### config.mk
export PLATFORM = sky130hd
export DESIGN_NAME = uart_rx_cfg
export DESIGN_NICKNAME = d
export VERILOG_FILES = /design/src/rtl/uart_pkg.sv /design/src/rtl/uart_baud_tick.sv /design/src/rtl/uart_rx_cfg.sv
export SDC_FILE = /design/constraint.sdc
export NUM_CORES = 1
export LEC_CHECK = 0
export CAP_MARGIN = 20
export CORE_MARGIN = 2
export CORE_UTILIZATION = 43
export DETAILED_ROUTE_END_ITERATION = 7
export GPL_TIMING_DRIVEN = 0
export MAX_ROUTING_LAYER = met4
export SLEW_MARGIN = 15
export SYNTH_ARGS = -nofsm -noshare
export SYNTH_HDL_FRONTEND = slang
export SYNTH_SLANG_ARGS = --single-unit
### constraint.sdc
create_clock -name clk -period 2.4 [get_ports clk]
set_clock_uncertainty 0.05 [all_clocks]
set_input_delay 0.48 -clock clk [delete_from_list [all_inputs] [get_ports clk]]
set_output_delay 0.48 -clock clk [all_outputs]
set_load 0.02 [all_outputs]
### src/rtl/uart_pkg.sv
// Shared UART definitions: parity encodings, FSM states and
// the oversampling tick divider calculation used by RX and TX.
package uart_pkg;

    localparam int PAR_NONE = 0;
    localparam int PAR_ODD  = 1;
    localparam int PAR_EVEN = 2;

    typedef enum logic [2:0] {
        S_IDLE,
        S_START,
        S_DATA,
        S_PARITY,
        S_STOP,
        S_DONE
    } uart_state_e;

    function automatic int calc_div(
        input int clkfreq,
        input int baud,
        input int ovs
    );
        return clkfreq / (baud * ovs);
    endfunction

endpackage

### src/rtl/uart_baud_tick.sv
// Oversampling tick divider: one-clk tick every c_div clks while
// enabled; synchronous restart holds the count at zero.
module uart_baud_tick #(
    parameter int c_div = 54
) (
    input  logic clk,
    input  logic rst_n,
    input  logic en_i,
    input  logic restart_i,
    output logic tick_o
);

    localparam int c_w = (c_div > 1) ? $clog2(c_div) : 1;

    logic [c_w-1:0] cnt_q, cnt_d;
    logic           wrap;

    assign wrap   = (cnt_q == c_w'(c_div - 1));
    assign tick_o = en_i && !restart_i && wrap;

    always_comb begin
        cnt_d = cnt_q;
        if (restart_i)
            cnt_d = '0;
        else if (en_i)
            cnt_d = wrap ? '0 : cnt_q + 1'b1;
    end

    always_ff @(posedge clk or negedge rst_n) begin
        if (!rst_n)
            cnt_q <= '0;
        else
            cnt_q <= cnt_d;
    end

endmodule

### src/rtl/uart_rx_cfg.sv
// Configurable UART receiver: majority-vote mid-bit sampling,
// parity/framing/break/overrun reporting, ready/valid word output.
module uart_rx_cfg
    import uart_pkg::*;
#(
    parameter int c_clkfreq    = 100_000_000,
    parameter int c_baudrate   = 115_200,
    parameter int c_oversample = 16,
    parameter int c_databits   = 8,
    parameter int c_parity     = 0,
    parameter int c_stopbits   = 1
) (
    input  logic                  clk,
    input  logic                  rst_n,
    input  logic                  rx_in_i,
    output logic [c_databits-1:0] dout_o,
    output logic                  valid_o,
    input  logic                  ready_i,
    output logic                  parity_err_o,
    output logic                  frame_err_o,
    output logic                  break_o,
    output logic                  overrun_o,
    output logic                  busy_o
);

    localparam int c_div = calc_div(c_clkfreq, c_baudrate, c_oversample);
    localparam int c_mid = c_oversample / 2;
    localparam int c_scw = $clog2(c_oversample);
    localparam int c_w   = c_databits;

    uart_state_e state_q, state_d;

    logic             rx_meta_q, rx_s_q, rx_prev_q;
    logic [c_scw-1:0] sc_q, sc_d;
    logic [3:0]       bc_q, bc_d;
    logic [c_w-1:0]   shreg_q, shreg_d;
    logic [1:0]       smp_q, smp_d;
    logic             perr_fr_q, perr_fr_d;
    logic             ferr_fr_q, ferr_fr_d;

    logic [c_w-1:0]   dout_q, dout_d;
    logic             valid_q, valid_d;
    logic             perr_q, perr_d;
    logic             ferr_q, ferr_d;
    logic             brk_q, brk_d;
    logic             ovr_q, ovr_d;

    logic s_tick, sc_wrap, mid_done, bit_val, commit;

    uart_baud_tick #(
        .c_div(c_div)
    ) u_tick (
        .clk      (clk),
        .rst_n    (rst_n),
        .en_i     (busy_o),
        .restart_i(state_q == S_IDLE),
        .tick_o   (s_tick)
    );

    assign busy_o       = (state_q != S_IDLE);
    assign dout_o       = dout_q;
    assign valid_o      = valid_q;
    assign parity_err_o = perr_q;
    assign frame_err_o  = ferr_q;
    assign break_o      = brk_q;
    assign overrun_o    = ovr_q;

    // sc keeps the start-edge phase, so each bit is voted at M-1..M+1
    assign sc_wrap  = (sc_q == c_scw'(c_oversample - 1));
    assign mid_done = s_tick && (sc_q == c_scw'(c_mid + 1));
    assign bit_val  = (smp_q[1] & smp_q[0]) | (smp_q[1] & rx_s_q)
                    | (smp_q[0] & rx_s_q);

    always_comb begin
        state_d   = state_q;
        sc_d      = sc_q;
        bc_d      = bc_q;
        shreg_d   = shreg_q;
        smp_d     = smp_q;
        perr_fr_d = perr_fr_q;
        ferr_fr_d = ferr_fr_q;

        if (s_tick) begin
            sc_d = sc_wrap ? '0 : sc_q + 1'b1;
            if (sc_q == c_scw'(c_mid - 1))
                smp_d[1] = rx_s_q;
            if (sc_q == c_scw'(c_mid))
                smp_d[0] = rx_s_q;
        end

        unique case (state_q)
            S_IDLE: begin
                sc_d = '0;
                if (rx_prev_q && !rx_s_q) begin
                    state_d   = S_START;
                    bc_d      = '0;
                    perr_fr_d = 1'b0;
                    ferr_fr_d = 1'b0;
                end
            end
            S_START: begin
                if (mid_done)
                    state_d = bit_val ? S_IDLE : S_DATA;
            end
            S_DATA: begin
                if (mid_done) begin
                    shreg_d = {bit_val, shreg_q[c_w-1:1]};
                    if (bc_q == 4'(c_databits - 1)) begin
                        bc_d    = '0;
                        state_d = (c_parity != PAR_NONE) ? S_PARITY : S_STOP;
                    end else begin
                        bc_d = bc_q + 1'b1;
                    end
                end
            end
            S_PARITY: begin
                if (mid_done) begin
                    perr_fr_d = (c_parity == PAR_ODD)
                              ? ~(^shreg_q ^ bit_val)
                              :  (^shreg_q ^ bit_val);
                    state_d   = S_STOP;
                end
            end
            S_STOP: begin
                if (mid_done) begin
                    if (!bit_val)
                        ferr_fr_d = 1'b1;
                    if (bc_q == 4'(c_stopbits - 1))
                        state_d = S_DONE;
                    else
                        bc_d = bc_q + 1'b1;
                end
            end
            S_DONE: begin
                state_d = S_IDLE;
            end
            default: begin
                state_d = S_IDLE;
            end
        endcase
    end

    assign commit = (state_q == S_DONE) && (!valid_q || ready_i);

    always_comb begin
        dout_d  = dout_q;
        valid_d = valid_q;
        perr_d  = perr_q;
        ferr_d  = ferr_q;
        if (valid_q && ready_i)
            valid_d = 1'b0;
        if (commit) begin
            valid_d = 1'b1;
            dout_d  = shreg_q;
            perr_d  = perr_fr_q;
            ferr_d  = ferr_fr_q;
        end
        brk_d = (state_q == S_DONE) && (shreg_q == '0) && ferr_fr_q;
        ovr_d = (state_q == S_DONE) && !commit;
    end

    always_ff @(posedge clk or negedge rst_n) begin
        if (!rst_n) begin
            rx_meta_q <= 1'b1;
            rx_s_q    <= 1'b1;
            rx_prev_q <= 1'b1;
            state_q   <= S_IDLE;
            sc_q      <= '0;
            bc_q      <= '0;
            shreg_q   <= '0;
            smp_q     <= '0;
            perr_fr_q <= 1'b0;
            ferr_fr_q <= 1'b0;
            dout_q    <= '0;
            valid_q   <= 1'b0;
            perr_q    <= 1'b0;
            ferr_q    <= 1'b0;
            brk_q     <= 1'b0;
            ovr_q     <= 1'b0;
        end else begin
            rx_meta_q <= rx_in_i;
            rx_s_q    <= rx_meta_q;
            rx_prev_q <= rx_s_q;
            state_q   <= state_d;
            sc_q      <= sc_d;
            bc_q      <= bc_d;
            shreg_q   <= shreg_d;
            smp_q     <= smp_d;
            perr_fr_q <= perr_fr_d;
            ferr_fr_q <= ferr_fr_d;
            dout_q    <= dout_d;
            valid_q   <= valid_d;
            perr_q    <= perr_d;
            ferr_q    <= ferr_d;
            brk_q     <= brk_d;
            ovr_q     <= ovr_d;
        end
    end

endmodule

=== Word level (Yosys, flattened, before mapping) ===
Index checks and enable logic that the tools add are counted.

* Word-level logic and storage cells: 108
* Register bits after elaboration: 45

* Reduce and logical (&&, ||, !) cells: 32
* Bitwise logic cells: 6
* Eq/ne operators: 20
* Add/subtract/negate cells: 3
* Mux-type cells: 29

{| class="wikitable"
|+ Operators by type and width
! operator !! number
|-
| $mux W4 || 8
|-
| $mux W3 || 7
|-
| $mux W6 || 3
|-
| $ne A2 B2 Y1 const B || 9
|-
| $pmux W3 S5 || 1
|-
| $eq A4 B4 Y1 const B || 3
|-
| $pmux W4 S3 || 1
|-
| $reduce_bool A2 Y1 || 5
|-
| $logic_and A1 B1 Y1 || 9
|-
| $add A4 B1 Y4 const B || 2
|-
| $eq A4 B3 Y1 const B || 2
|-
| $logic_not A8 Y1 || 1
|-
| $reduce_xor A8 Y1 || 1
|-
| $reduce_and A7 Y1 || 1
|-
| $add A6 B1 Y6 const B || 1
|-
| $eq A3 B2 Y1 const B || 2
|-
| $eq A3 B3 Y1 const B || 2
|-
| $eq A6 B6 Y1 const B || 1
|-
| $mux W1 || 6
|-
| $reduce_and A2 Y1 || 3
|-
| $reduce_bool A3 Y1 || 2
|-
| $reduce_and A5 Y1 || 1
|-
| $logic_not A1 Y1 || 4
|-
| $logic_not A4 Y1 || 1
|-
| other kinds (10) || 14
|}

=== Longest topological paths before layout ===
* Depth after elaboration: 7
* Gate-level depth with buffers: 7
* Mapped depth without buffers: 6

=== Hierarchy ===
Synthesis repeated with hierarchy kept, for this count alone.

* Cells, all modules: 216
* Area, all modules: 2290.9 µm²

{| class="wikitable"
|+ Modules (own cells, without submodules)
! module !! seq. area each (µm²) !! instances !! cells an instance !! area an instance (µm²)
|-
| uart_rx_cfg || 979.7 || 1 || 172 || 1909.3
|-
| uart_baud_tick || 150.1 || 1 || 44 || 381.6
|}

=== Least setup slack after synthesis ===
OpenSTA, ideal clock, no wires.

* Kind: register to register
* Start point: reg u_tick.cnt_q[0]
* End point: reg bc_q[0]
* Slack: 0.722 ns
* Data arrival time: 1.505 ns
* Path buffers: 1
* Data required time: 2.227 ns
* Cell stages (with the launch flop): 7
* Cells stage by stage: dfrtp_1 -> ha_1 -> and4_2 -> and4_4 -> buf_6 -> o21a_4 -> mux2i_1

* Word-level cells in the longest chain between the ends: 5
* Elaborated cells between the ends (all ways): 6

{| class="wikitable"
|+ RTL lines
! element !! line !! RTL
|-
| start: declaration || uart_baud_tick.sv:15 || <nowiki>logic [c_w-1:0] cnt_q, cnt_d;</nowiki>
|-
| start signal: assignment || uart_baud_tick.sv:33 || <nowiki>cnt_q <= cnt_d;</nowiki>
|-
| $eq A6 B6 Y1 * || uart_baud_tick.sv:18 || <nowiki>assign wrap = (cnt_q == c_w'(c_div - 1));</nowiki>
|-
| $logic_and A1 B1 Y1 * || uart_baud_tick.sv:19 || <nowiki>assign tick_o = en_i && !restart_i && wrap;</nowiki>
|-
| $logic_and A1 B1 Y1 * || uart_rx_cfg.sv:70 || <nowiki>assign mid_done = s_tick && (sc_q == c_scw'(c_mid + 1));</nowiki>
|-
| $ne A2 B2 Y1 (no source line) || - ||
|-
| $reduce_and A5 Y1 (no source line) * || - ||
|-
| end signal: assignment || uart_rx_cfg.sv:169 || <nowiki>bc_q <= '0;</nowiki>
|-
| end signal: assignment || uart_rx_cfg.sv:186 || <nowiki>bc_q <= bc_d;</nowiki>
|-
| end: declaration || uart_rx_cfg.sv:35 || <nowiki>logic [3:0] bc_q, bc_d;</nowiki>
|}

Mark *: on every way between the ends. The rest lies on a longest branch, timed or not.
A chain may end at the register's enable or synchronous reset.

=== Worst setup path in the final report ===
* Start point: reg state_q[2]
* End point: out busy_o

* Word-level cells in the longest chain between the ends: 1

{| class="wikitable"
|+ RTL lines
! element !! line !! RTL
|-
| start: declaration || uart_rx_cfg.sv:31 || <nowiki>uart_state_e state_q, state_d;</nowiki>
|-
| start signal: assignment || uart_rx_cfg.sv:184 || <nowiki>state_q <= state_d;</nowiki>
|-
| $reduce_bool A3 Y1 || uart_rx_cfg.sv:60 || <nowiki>assign busy_o = (state_q != S_IDLE);</nowiki>
|-
| end: declaration || uart_rx_cfg.sv:23 || <nowiki>output logic busy_o</nowiki>
|}

No other way between the ends.

==> metrics.cfg <==
[run_status]
outcome = completed

[worst_setup_path]
cp_cell_sequence = nor3_4 -> inv_2 -> clkdlybuf4s50_1
reg2reg_from = u_tick.cnt_q[1]
end_kind = output pin
critPathKind = reg -> out
path_max_fanout = 6
crit_arrival_ps = 1750
startpoint = state_q[2]
cp-start-kind = register
max_stage_delay_ps = 550
cp_top_family = buffers and inverters
r2r_setup_slack_ps = 530
cp_slowest_cell = clkdlybuf4s50_1
crit_required_ps = 1870
critPathBufInv = 2

[sta]
setup_slack_ps = 121
final-setup-viol-count = 0
max-slew-margin-rel = 0.597
worst_pin_slew_ps = 598
fin_crit_sh = 0.949
fmax_ghz = 0.439
hold_viol = 0
drv_slew = 0
grt_setup_unrepaired = false
setup_tns_ps = 0
holdWs_ps = 59.0
layout_min_cycle_time_ps = 2280

[detailed_routing]
viasPerCell = 5.12
drt_first_pass_iters = 4
drtAntennaViolNets = 0
drt_iter0_markers = 50
wirelength_mm = 3.91
vias = 1567
wire_per_inst_um = 12.8
drc = 0

[placed_design]
numPortBuffers = 17
pre_cts_ws_ps = 406
gp_congestion = 0.863
dp_hpwl_mm = 2.91
dpl_cell_area_um2 = 2600

[global_routing]
grt_pass1_wl_mm = 7.11
gr-total-overflow = 0
grt_max_degree = 30
use_met3 = 0.0291
grt_pass1_vias = 1532
grt_antenna_before_repair = 0
gr-max-usage-layer = met2
grtUsageTotal = 0.151
grtUsageMet2 = 0.221
grtUsageMet1 = 0.203

[synthesis]
ys_seq_area_frac = 0.485
postSynthCellCount = 210
postSynthNetCount = 225
yosys_warnings = 0
synth-main-ff-cell = dfrtp_1
synth-edff-count = 0
syn_area_per_cell_um2 = 11.1
synth_area_leader_cell = dfrtp_1
yosysTopAreaCellShare = 0.452
synth.most_common_cell = dfrtp_1
synth.area.top_cells = dfrtp_1, ha_1, mux2_2
synth_common_cells = dfrtp_1, inv_1, nor2_1, nand2_1
synth_cell_types = 51
syn_area_um2 = 2330
ys_seq_elements = 45
async_flop_share = 1.00

[clock_network]
cts.sinks = 45
post_cts_buffers = 0
cts_resized = 0
clk_pin_slew_ps = 80
clk_path_buf_depth = 2
clk_latency_ps = 290
h-tree-depth = 2
cts-hold-fix-buffers = 0
tritoncts = done
cts_made_buffers = 5
clockRootBuffer = clkbuf_8

[floorplanning]
die_width_um = 77.6
die_y_um = 77.6
die-area_um2 = 6020
placementRows = 26
core-area_um2 = 5170
top_level_ports = 18
start_util = 0.450

[finish]
seqCellArea_um2 = 1130
multiInputGateArea_um2 = 1060
drive_gt1_frac = 0.225
nNetsFinal = 250
num_antenna_cells = 0
design_area_um2 = 2730
final_util = 0.529
nFillCells = 472
syn2layout_area_growth_pct = 17.5

[power_and_ir_drop]
cellPowerDensity_nw_per_um2 = 630
power_leakage_uw = 0.00125
ir_drop_uv = 380

[run]
maxCapViolCount = 0

[min_path]
min_path_type = in -> async

[flip-flops by register name (all words and copies together) (netlist names)]
register      flops
rx_meta_q         1
sc_q              4
valid_o           1
dout_o            8
perr_fr_q         1
frame_err_o       1
state_q           3
break_o           1
overrun_o         1
ferr_fr_q         1
rx_prev_q         1
bc_q              4
shreg_q           8
u_tick.cnt_q      6
smp_q             2
parity_err_o      1
rx_s_q            1
[power breakdown]
part           internal (uW)  total, uW  switching, uW
clock                    413        663            250
combinational           83.0        203            120
sequential               805        856           51.1
[through the flow]
stage | cells | power [uW]
2_1_floorplan | 210 | 1000
3_3_place_gp | 297 | 1070
3_5_place_dp | 298 | 1080
4_1_cts | 306 | 1750
5_1_grt | 306 | 1820
6_report | 306 | 1720
[per-layer routing]
metal  up-vias  part of all wire
li1        780                 -
met1       757              0.50
met2        22              0.45
met3         8             0.028
met4         0             0.017
met5         -                 0
[final timing paths]
path	endpoint	cells after the start
setup / recovery	busy_o	3
hold / removal	sc_q[3]	1
setup reg to reg	smp_q[1]	6
hold reg to reg	rx_s_q	0
max in group asynchronous	dout_o[6]	2
min in group clk	rx_s_q	0
[area by class of cell]
class,count,area share
Clock inverter,3,0.0238
Timing Repair Buffer,18,0.0677
Multi-Input combinational cell,138,0.389
Sequential cell,45,0.413
Clock buffer,5,0.0252
Buffer,7,0.0215
Inverter,20,0.0275
Tap cell,70,0.0320
[cells by family after synthesis]
group | after synthesis | share of synthesized area
flops | 45 | 0.485
buf+inv | 27 | 0.0575
mux | 14 | 0.0667
compound gates | 36 | 0.117
xor+xnor | 10 | 0.0376
simple gates | 67 | 0.176
fa+ha+maj | 11 | 0.0591
[cells in the final DEF, fill, tap and decap left out, types with 2 or more instances in the layout]
cell type / n
or3b_1: 2
buf_6: 4
a31oi_1: 2
nor2_1: 15
clkbuf_8: 5
nand3_1: 11
nand4_1: 2
nand2_1: 12
mux2_1: 3
bufinv_16: 2
o21ai_1: 2
o21ai_2: 8
ha_1: 11
buf_2: 3
xor2_1: 3
nand4b_1: 2
inv_2: 3
dfstp_2: 3
xnor2_1: 7
o211ai_2: 2
dfrtp_1: 42
a21oi_1: 9
o21ai_0: 2
nor2b_1: 4
nand2_2: 3
inv_1: 17
and3b_1: 2
nor3_1: 2
mux2_2: 9
o2111ai_1: 2
mux2i_1: 2
clkdlybuf4s50_1: 16
Note: power is estimated with default switching activity, not from simulation.
